===== config.mk =====
export PLATFORM = sky130hd
export DESIGN_NAME = snes_joy_autoread
export DESIGN_NICKNAME = d
export VERILOG_FILES = /design/src/rtl/snes_joy_autoread.sv
export SDC_FILE = /design/constraint.sdc
export NUM_CORES = 1
export LEC_CHECK = 0
export ABC_AREA = 1
export BUFFER_PORTS_ARGS = -buffer_cell sky130_fd_sc_hd__buf_2
export CORE_MARGIN = 5
export CORE_UTILIZATION = 45
export DETAILED_ROUTE_END_ITERATION = 6
export PLACE_DENSITY = 0.74
export SLEW_MARGIN = 20
export SYNTH_ARGS = -nofsm -noshare
export SYNTH_HDL_FRONTEND = slang
export SYNTH_SLANG_ARGS = --single-unit
export TNS_END_PERCENT = 50

===== constraint.sdc =====
create_clock -name clk -period 2.2 [get_ports clk]
set_clock_uncertainty 0.15 [all_clocks]
set_input_delay 0.11 -clock clk [delete_from_list [all_inputs] [get_ports clk]]
set_output_delay 0.11 -clock clk [all_outputs]
set_load 0.01 [all_outputs]

===== src/rtl/snes_joy_autoread.sv =====
// snes_joy_autoread
// Auto-joypad sequencer for two SNES controller ports. A start pulse
// produces one strobe and sixteen clock pulses on the shared serial lines.
// Both 16-bit results are then captured on the same edge. Between reads
// the serial lines are handed to the CPU's manual strobe/clock.
module snes_joy_autoread #(
  parameter int STRB_CYC = 256,
  parameter int HALF_CYC = 128,
  parameter int NBITS    = 16
) (
  input  logic             clk,
  input  logic             resetn,
  input  logic             enable,
  input  logic             start,
  output logic             busy,
  output logic             done,
  input  logic             cpu_strb,
  input  logic             cpu_clk,
  output logic             joy_strb,
  output logic             joy_clk,
  input  logic             joy1_di,
  input  logic             joy2_di,
  output logic [NBITS-1:0] joy1_data,
  output logic [NBITS-1:0] joy2_data
);

  // Phase counter is sized for the longer of the two phase lengths.
  localparam int MAXC = (STRB_CYC > HALF_CYC) ? STRB_CYC : HALF_CYC;
  localparam int CW   = (MAXC < 2) ? 1 : $clog2(MAXC);

  localparam logic [CW-1:0] STRB_LAST = CW'(STRB_CYC - 1);
  localparam logic [CW-1:0] HALF_LAST = CW'(HALF_CYC - 1);
  localparam logic [3:0]    LAST_BIT  = 4'(NBITS - 1);

  typedef enum logic [1:0] {
    ST_IDLE,
    ST_STRB,
    ST_HIGH,
    ST_LOW
  } state_e;

  state_e           state_q, state_d;
  logic [CW-1:0]    cyc_q, cyc_d;
  logic [3:0]       n_q, n_d;
  logic [NBITS-1:0] sh1_q, sh1_d;
  logic [NBITS-1:0] sh2_q, sh2_d;
  logic [NBITS-1:0] data1_q, data1_d;
  logic [NBITS-1:0] data2_q, data2_d;
  logic             done_q, done_d;

  logic             sample;
  logic             finish;
  logic             fsm_strb;
  logic             fsm_clk;

  // State and datapath registers; reset aborts any read in progress.
  // NOTE: every flop here has a reset value, including the shift registers.
  // A mid-read reset then leaves no stale partial result behind.
  always_ff @(posedge clk or negedge resetn) begin
    if (!resetn) begin
      state_q <= ST_IDLE;
      cyc_q   <= '0;
      n_q     <= '0;
      sh1_q   <= '0;
      sh2_q   <= '0;
      data1_q <= '0;
      data2_q <= '0;
      done_q  <= 1'b0;
    end else begin
      // NOTE: non-blocking assignments let all flops see pre-edge values.
      state_q <= state_d;
      cyc_q   <= cyc_d;
      n_q     <= n_d;
      sh1_q   <= sh1_d;
      sh2_q   <= sh2_d;
      data1_q <= data1_d;
      data2_q <= data2_d;
      done_q  <= done_d;
    end
  end

  // Next-state logic: phase timing, bit counter, sample and finish strobes.
  always_comb begin
    // NOTE: defaults first so no path through the case leaves a latch.
    state_d = state_q;
    cyc_d   = cyc_q;
    n_d     = n_q;
    sample  = 1'b0;
    finish  = 1'b0;
    unique case (state_q)
      ST_IDLE: begin
        cyc_d = '0;
        n_d   = '0;
        // A start coinciding with done is dropped; a fresh request must follow.
        if (start && enable && !done_q) state_d = ST_STRB;
      end
      ST_STRB: begin
        if (cyc_q == STRB_LAST) begin
          cyc_d   = '0;
          n_d     = '0;
          state_d = ST_HIGH;
        end else begin
          cyc_d = cyc_q + 1'b1;
        end
      end
      ST_HIGH: begin
        if (cyc_q == HALF_LAST) begin
          cyc_d   = '0;
          sample  = 1'b1;
          state_d = ST_LOW;
        end else begin
          cyc_d = cyc_q + 1'b1;
        end
      end
      ST_LOW: begin
        if (cyc_q == HALF_LAST) begin
          cyc_d = '0;
          if (n_q == LAST_BIT) begin
            finish  = 1'b1;
            state_d = ST_IDLE;
          end else begin
            n_d     = n_q + 1'b1;
            state_d = ST_HIGH;
          end
        end else begin
          cyc_d = cyc_q + 1'b1;
        end
      end
      default: state_d = ST_IDLE;
    endcase
  end

  // Shift capture (first bit lands in bit 15) and atomic result update.
  always_comb begin
    sh1_d   = sh1_q;
    sh2_d   = sh2_q;
    data1_d = data1_q;
    data2_d = data2_q;
    done_d  = finish;
    if (state_q == ST_IDLE && state_d == ST_STRB) begin
      sh1_d = '0;
      sh2_d = '0;
    end
    if (sample) begin
      sh1_d[LAST_BIT - n_q] = ~joy1_di;
      sh2_d[LAST_BIT - n_q] = ~joy2_di;
    end
    if (finish) begin
      data1_d = sh1_q;
      data2_d = sh2_q;
    end
  end

  // Outputs: port waveform decoded from state, muxed with the CPU lines.
  always_comb begin
    busy      = (state_q != ST_IDLE);
    fsm_strb  = (state_q == ST_STRB);
    fsm_clk   = (state_q != ST_LOW);
    joy_strb  = busy ? fsm_strb : cpu_strb;
    joy_clk   = busy ? fsm_clk  : cpu_clk;
    done      = done_q;
    joy1_data = data1_q;
    joy2_data = data2_q;
  end

endmodule


==> After elaboration in Yosys (flattened, before gate mapping) <==
Index checks and enable logic that the tools add are counted.
Widths: inputs -> output; s select.
{ "word_totals": {"ff_bits": 79, "out_inout_bits": 36} }
{ "classes": {"n_addsub": 3, "n_eq_ne": 11, "n_lt_le_gt_ge": 2, "n_mux": 28, "bitwise": 2, "reduce_logical": 10} }
{ "op_table": {"columns": ["operator", "count"], "rows": [
  ["$mux 16", 4],
  ["$bwmux 16", 2],
  ["$pmux 8 s3", 1],
  ["$mux 8", 2],
  ["$mux 4", 3],
  ["$pmux 4 s3", 1],
  ["$mux 2", 5],
  ["$add 8x1->8 const B", 1],
  ["$eq 8x7->1 const B", 1],
  ["$eq 8x8->1 const B", 1],
  ["$mux 1", 8],
  ["$pmux 2 s4", 1],
  ["$ne 2x2->1 const B", 3],
  ["$lt 4x5->1 const B", 1],
  ["$add 4x1->4 const B", 1],
  ["$demux 1 s4", 1],
  ["$eq 2x1->1 const B", 2],
  ["$eq 2x2->1 const B", 2],
  ["$eq 4x4->1 const B", 1],
  ["$ge 4x1->1 const B", 1],
  ["$logic_and 1x1->1", 4],
  ["$reduce_and 4->1", 1],
  ["$sub 4x4->4 const A", 1],
  ["$reduce_bool 3->1", 1],
  ["other kinds (6)", 7]
]} }

==> Longest topological paths before layout <==
{ "depth": {"word_depth": 9, "mapped_depth": 10, "ltp_nobuf": 9} }

==> Least setup slack after synthesis <==
No wires, ideal clock.
{ "synth_timing": {"kind": "reg2reg", "startpoint": "reg n_q[0]", "endpoint": "reg n_q[3]", "arrival_time_ns": 1.346, "path_slack_ns": 0.586, "path_stages_with_launch": 8, "cell_sequence": "dfrtp_1 > ha_1 > nand3_2 > nor2_4 > nor2_1 > nand3_1 > nand2_1 > nand2_1"} }
{ "synth_between": {"elab_chain_cells": 4, "word_cells_on_any_way": 7} }
{ "synth_lines": {"columns": ["item", "line", "text"], "rows": [
  ["from (decl)", "44", "logic [3:0] n_q, n_d;"],
  ["from (signal assigned)", "73", "n_q <= n_d;"],
  ["$add 4x1->4", "122", "n_d = n_q + 1'b1;"],
  ["$mux 4", "118", "if (n_q == LAST_BIT) begin"],
  ["$mux 4", "116", "if (cyc_q == HALF_LAST) begin"],
  ["$pmux 4 s3", "90", "unique case (state_q)"]
]} }
Parallel ways exist; a longest one is shown, timed or not. The select of a mux whose other input is x is not followed.
A chain may end at the register's enable or synchronous reset.

==> Final worst setup path <==
{ "layout_timing": {"startpoint": "reg n_q[0]", "endpoint": "reg data2_q[14] (netlist: joy2_data[14])"} }
{ "layout_between": {"elab_chain_cells": 4} }
{ "layout_lines": {"columns": ["item", "line", "text"], "rows": [
  ["$eq 4x4->1", "118", null],
  ["$mux 1", "118", null],
  ["$mux 1", "116", null],
  ["$mux 1", "90", null],
  ["to (signal assigned)", "77", "data2_q <= data2_d;"],
  ["to (decl)", "48", "logic [NBITS-1:0] data2_q, data2_d;"]
]} }
No other way between the ends.

==> flow_summary_export.csv <==
group,metric,value,unit
floorplan,die_height,103,µm
yosys,syn_avg_cell_area,7.49,µm²
floorplan,boundaryPins,44,
sta,hold_viol,0,
cts,cts.clk_slew.worst_paths,0.09,ns
yosys,synth-simple-area-share,39.3,%
placed_design,place_area,4230,µm²
detailed_routing,wl_per_cell,13.0,µm
sta,fmax,0.517,GHz
status,status,"completed",
placed_design,post-place-cells,660,
critical_path,cp.arrival,2.05,ns
sta,max_slew_margin,60.0,%
yosys,yosysTopAreaCell,"dfrtp_1",
yosys,synthMuxAreaShare,0,%
power,switching_share,25.9,%
power,power,3.04,mW
global_route,grt_pass1_vias,3428,
critical_path,start_kind,"register",
power,pwr-share-clk,41.0,%
global_route,antenna_found_initial,0,
detailed_routing,dr.pass1.iters,5,
yosys,yosys.area_share.xor_xnor,0.891,%
cells_and_area,finalNonFillerCells,679,
power,irDropWorstVdd,540,µV
cells_and_area,num_antenna_cells,0,
detailed_routing,num_vias,3405,
yosys,synth_top_family_by_area,"simple AND/OR/NAND/NOR gates",
floorplan,start_util,45.6,%
global_route,grtUsageTotal,18.4,%
global_route,grt_pass1_wl,15500,µm
yosys,synthAdderAreaFrac,1.59,%
cells_and_area,syn_to_final_growth,14.0,%
sta,report.final.setup_viol,0,
power,seq_power_share,51.5,%
yosys,async_reset_ff_share,100,%
cells_and_area,multi_input_area,1690,µm²
power,internal_power,2.25,mW
detailed_routing,drt_iter0_markers,212,
yosys,seq_area_frac_synth,50.3,%
yosys,netlist_instances,525,
cts,numCtsBuffers,9,
sta,tightest_slew,0.600,ns
detailed_routing,ant_nets,0,
power,power.switching,788,µW
cells_and_area,fillCellCount,812,
critical_path,r2r_cells,7,
global_route,grt.overflow.total,0,
yosys,synth_edf_count,0,
power,powerDensity,678,nW/µm²
floorplan,die_area,10700,µm²
cts,h-tree-depth,3,
critical_path,required,2.31,ns
detailed_routing,totalWireLength,8860,µm
cts,cts_hold_buffers,3,
detailed_routing,vias_per_cell,5.01,
yosys,yosys-top-cells-area,"dfrtp_1 50%, nand2_1 26%, nand3_1 8.5%",
yosys,synthesis.area,3930,µm²
yosys,ys_top_cells_by_count,"268 x nand2_1, 79 x dfrtp_1, 67 x nand3_1",
job,drv_cap,0,
sta,drv_slew,0,
cells_and_area,drive_above_1_share,13.7,%
yosys,ys.warnings.count,0,
sta,post-route-min-period,1.93,ns
critical_path,worstSetupPathType,"register to register",
cts,post-cts-setup-buffer-count,0,
min_path,hp-class,"primary input to async pin",
critical_path,cp-end-kind,"register",
sta,finalSetupTns,0,ns
cts,clk_latency,0.36,ns
cts,cts_buffer_depth,2,
yosys,syn_nets,538,
sta,rsz0062_at_grt,"false",
detailed_routing,drc,0,
power,pwr-share-comb,7.6,%
cts,cts_resized,0,
cells_and_area,seqCellArea,1980,µm²
placed_design,io_buffers,43,
floorplan,die_w,103,µm
cells_and_area,nets,579,
yosys,yosys_most_used_dff,"dfrtp_1",
floorplan,rows,34,
placed_design,dpl.hpwl,5960,µm
sta,fin_crit_sh,87.9,%
cells_and_area,design_area,4490,µm²
cts,cts-root-buf,"clkbuf_8",
yosys,yosysTopAreaCellShare,50.3,%
critical_path,cp_max_fo,19,
power,power_leakage,2.73,nW
yosys,synth_compound_area_share,1.15,%
cts,clock-sinks,79,
yosys,synth.most_common_cell,"nand2_1",
placed_design,place_congestion,0.838,
floorplan,core_area,8640,µm²
global_route,grt_max_degree,65,
yosys,ys_ff_latch,79,
yosys,ys_types,25,
cts,cts_tree,"done",
layer usage:
| metal | vias up | global-route usage [%] | share of wire [%] |
|---|---|---|---|
| met2 | 86 | 30.2 | 48 |
| met1 | 1590 | 23.1 | 44 |
| met3 | 20 | 4.43 | 5.7 |
| met4 | 0 | 7.87 | 2.5 |
| met5 | - | 0 | 0 |
| li1 | 1709 | - | - |
per-stage QoR:
step / worst slack (ns) / hold WS [ns] / util (%)
2_1_floorplan: 0.586 / -0.336 / -
3_5_place_dp: 0.267 / -0.00337 / 49.0
3_3_place_gp: 0.282 / -0.0157 / 49.0
6_report: 0.266 / 0.133 / 51.9
5_1_grt: 0.0885 / 0.187 / 51.9
4_1_cts: 0.250 / 0.147 / 51.9
critical path, stage by stage, from the launching register on:
cell and delay, ns:
dfrtp_1 0.47, ha_1 0.35, nand3_2 0.19, nor2_4 0.16, nand2_4 0.14, buf_4 0.24
nand2_1 0.08, nand2_1 0.05
final cells by class:
type	count	area share [%]
sequential	79	44.1
multi-input combinational	387	37.6
timing repair buffer	51	6.92
inverter	38	3.29
clock inverter	7	2.32
tap	108	3.01
clock buffer	9	2.76
layout by cell type, fill, tap and decap left out, types with 2 or more instances in the layout:
cell / n
nand4_1: 5
ha_1: 5
nand3_2: 2
buf_12: 2
dfrtp_1: 79
nand3_1: 67
o21ai_0: 3
a31oi_1: 2
buf_2: 42
dlygate4sd3_1: 3
a21oi_1: 2
clkinvlp_4: 2
xnor2_1: 2
xor2_1: 2
clkbuf_8: 9
nor2_1: 21
nor2_4: 2
buf_4: 4
inv_1: 33
nor2_2: 3
bufinv_16: 2
inv_6: 2
inv_2: 4
nand2_1: 268
state kept, by name, indices dropped and copies added, names as in the netlist:
name and flops:
done 1, n_q 4, joy1_data 16, sh1_q 16
cyc_q 8, state_q 2, joy2_data 16, sh2_q 16
kinds of logic (layout without fill, tap and decap cells):
kind of cell / after synthesis / count (layout)
and+or+nand+nor: 370 / 370
adders and majority gates: 5 / 5
buffers and inverters: 59 / 105
AOI/OAI and AO/OA: 8 / 8
DFF: 79 / 79
xor gates and xnor gates: 4 / 4
worst paths after layout:
kind                                from       endpoint  slack [ns]
worst max-delay path              n_q[0]  joy2_data[14]        0.27
worst min-delay path              resetn   joy1_data[8]        0.13
worst max register to register    n_q[0]  joy2_data[14]        0.27
worst min register to register  cyc_q[0]       cyc_q[0]        0.32
max in group asynchronous         resetn  joy2_data[10]        1.18
min in group clk                 joy2_di       sh2_q[6]        0.22
power groups by stage:
stage | combinational (mW) | clock [mW] | sequential [mW]
global route | 0.272 | 1.33 | 1.58
global placement | 0.222 | 0 | 1.59
detailed placement | 0.233 | 0 | 1.59
finish | 0.230 | 1.25 | 1.57
CTS | 0.236 | 1.26 | 1.56
floorplan | 0.161 | 0 | 1.58
No activity file was read; power rests on OpenSTA's default activity.
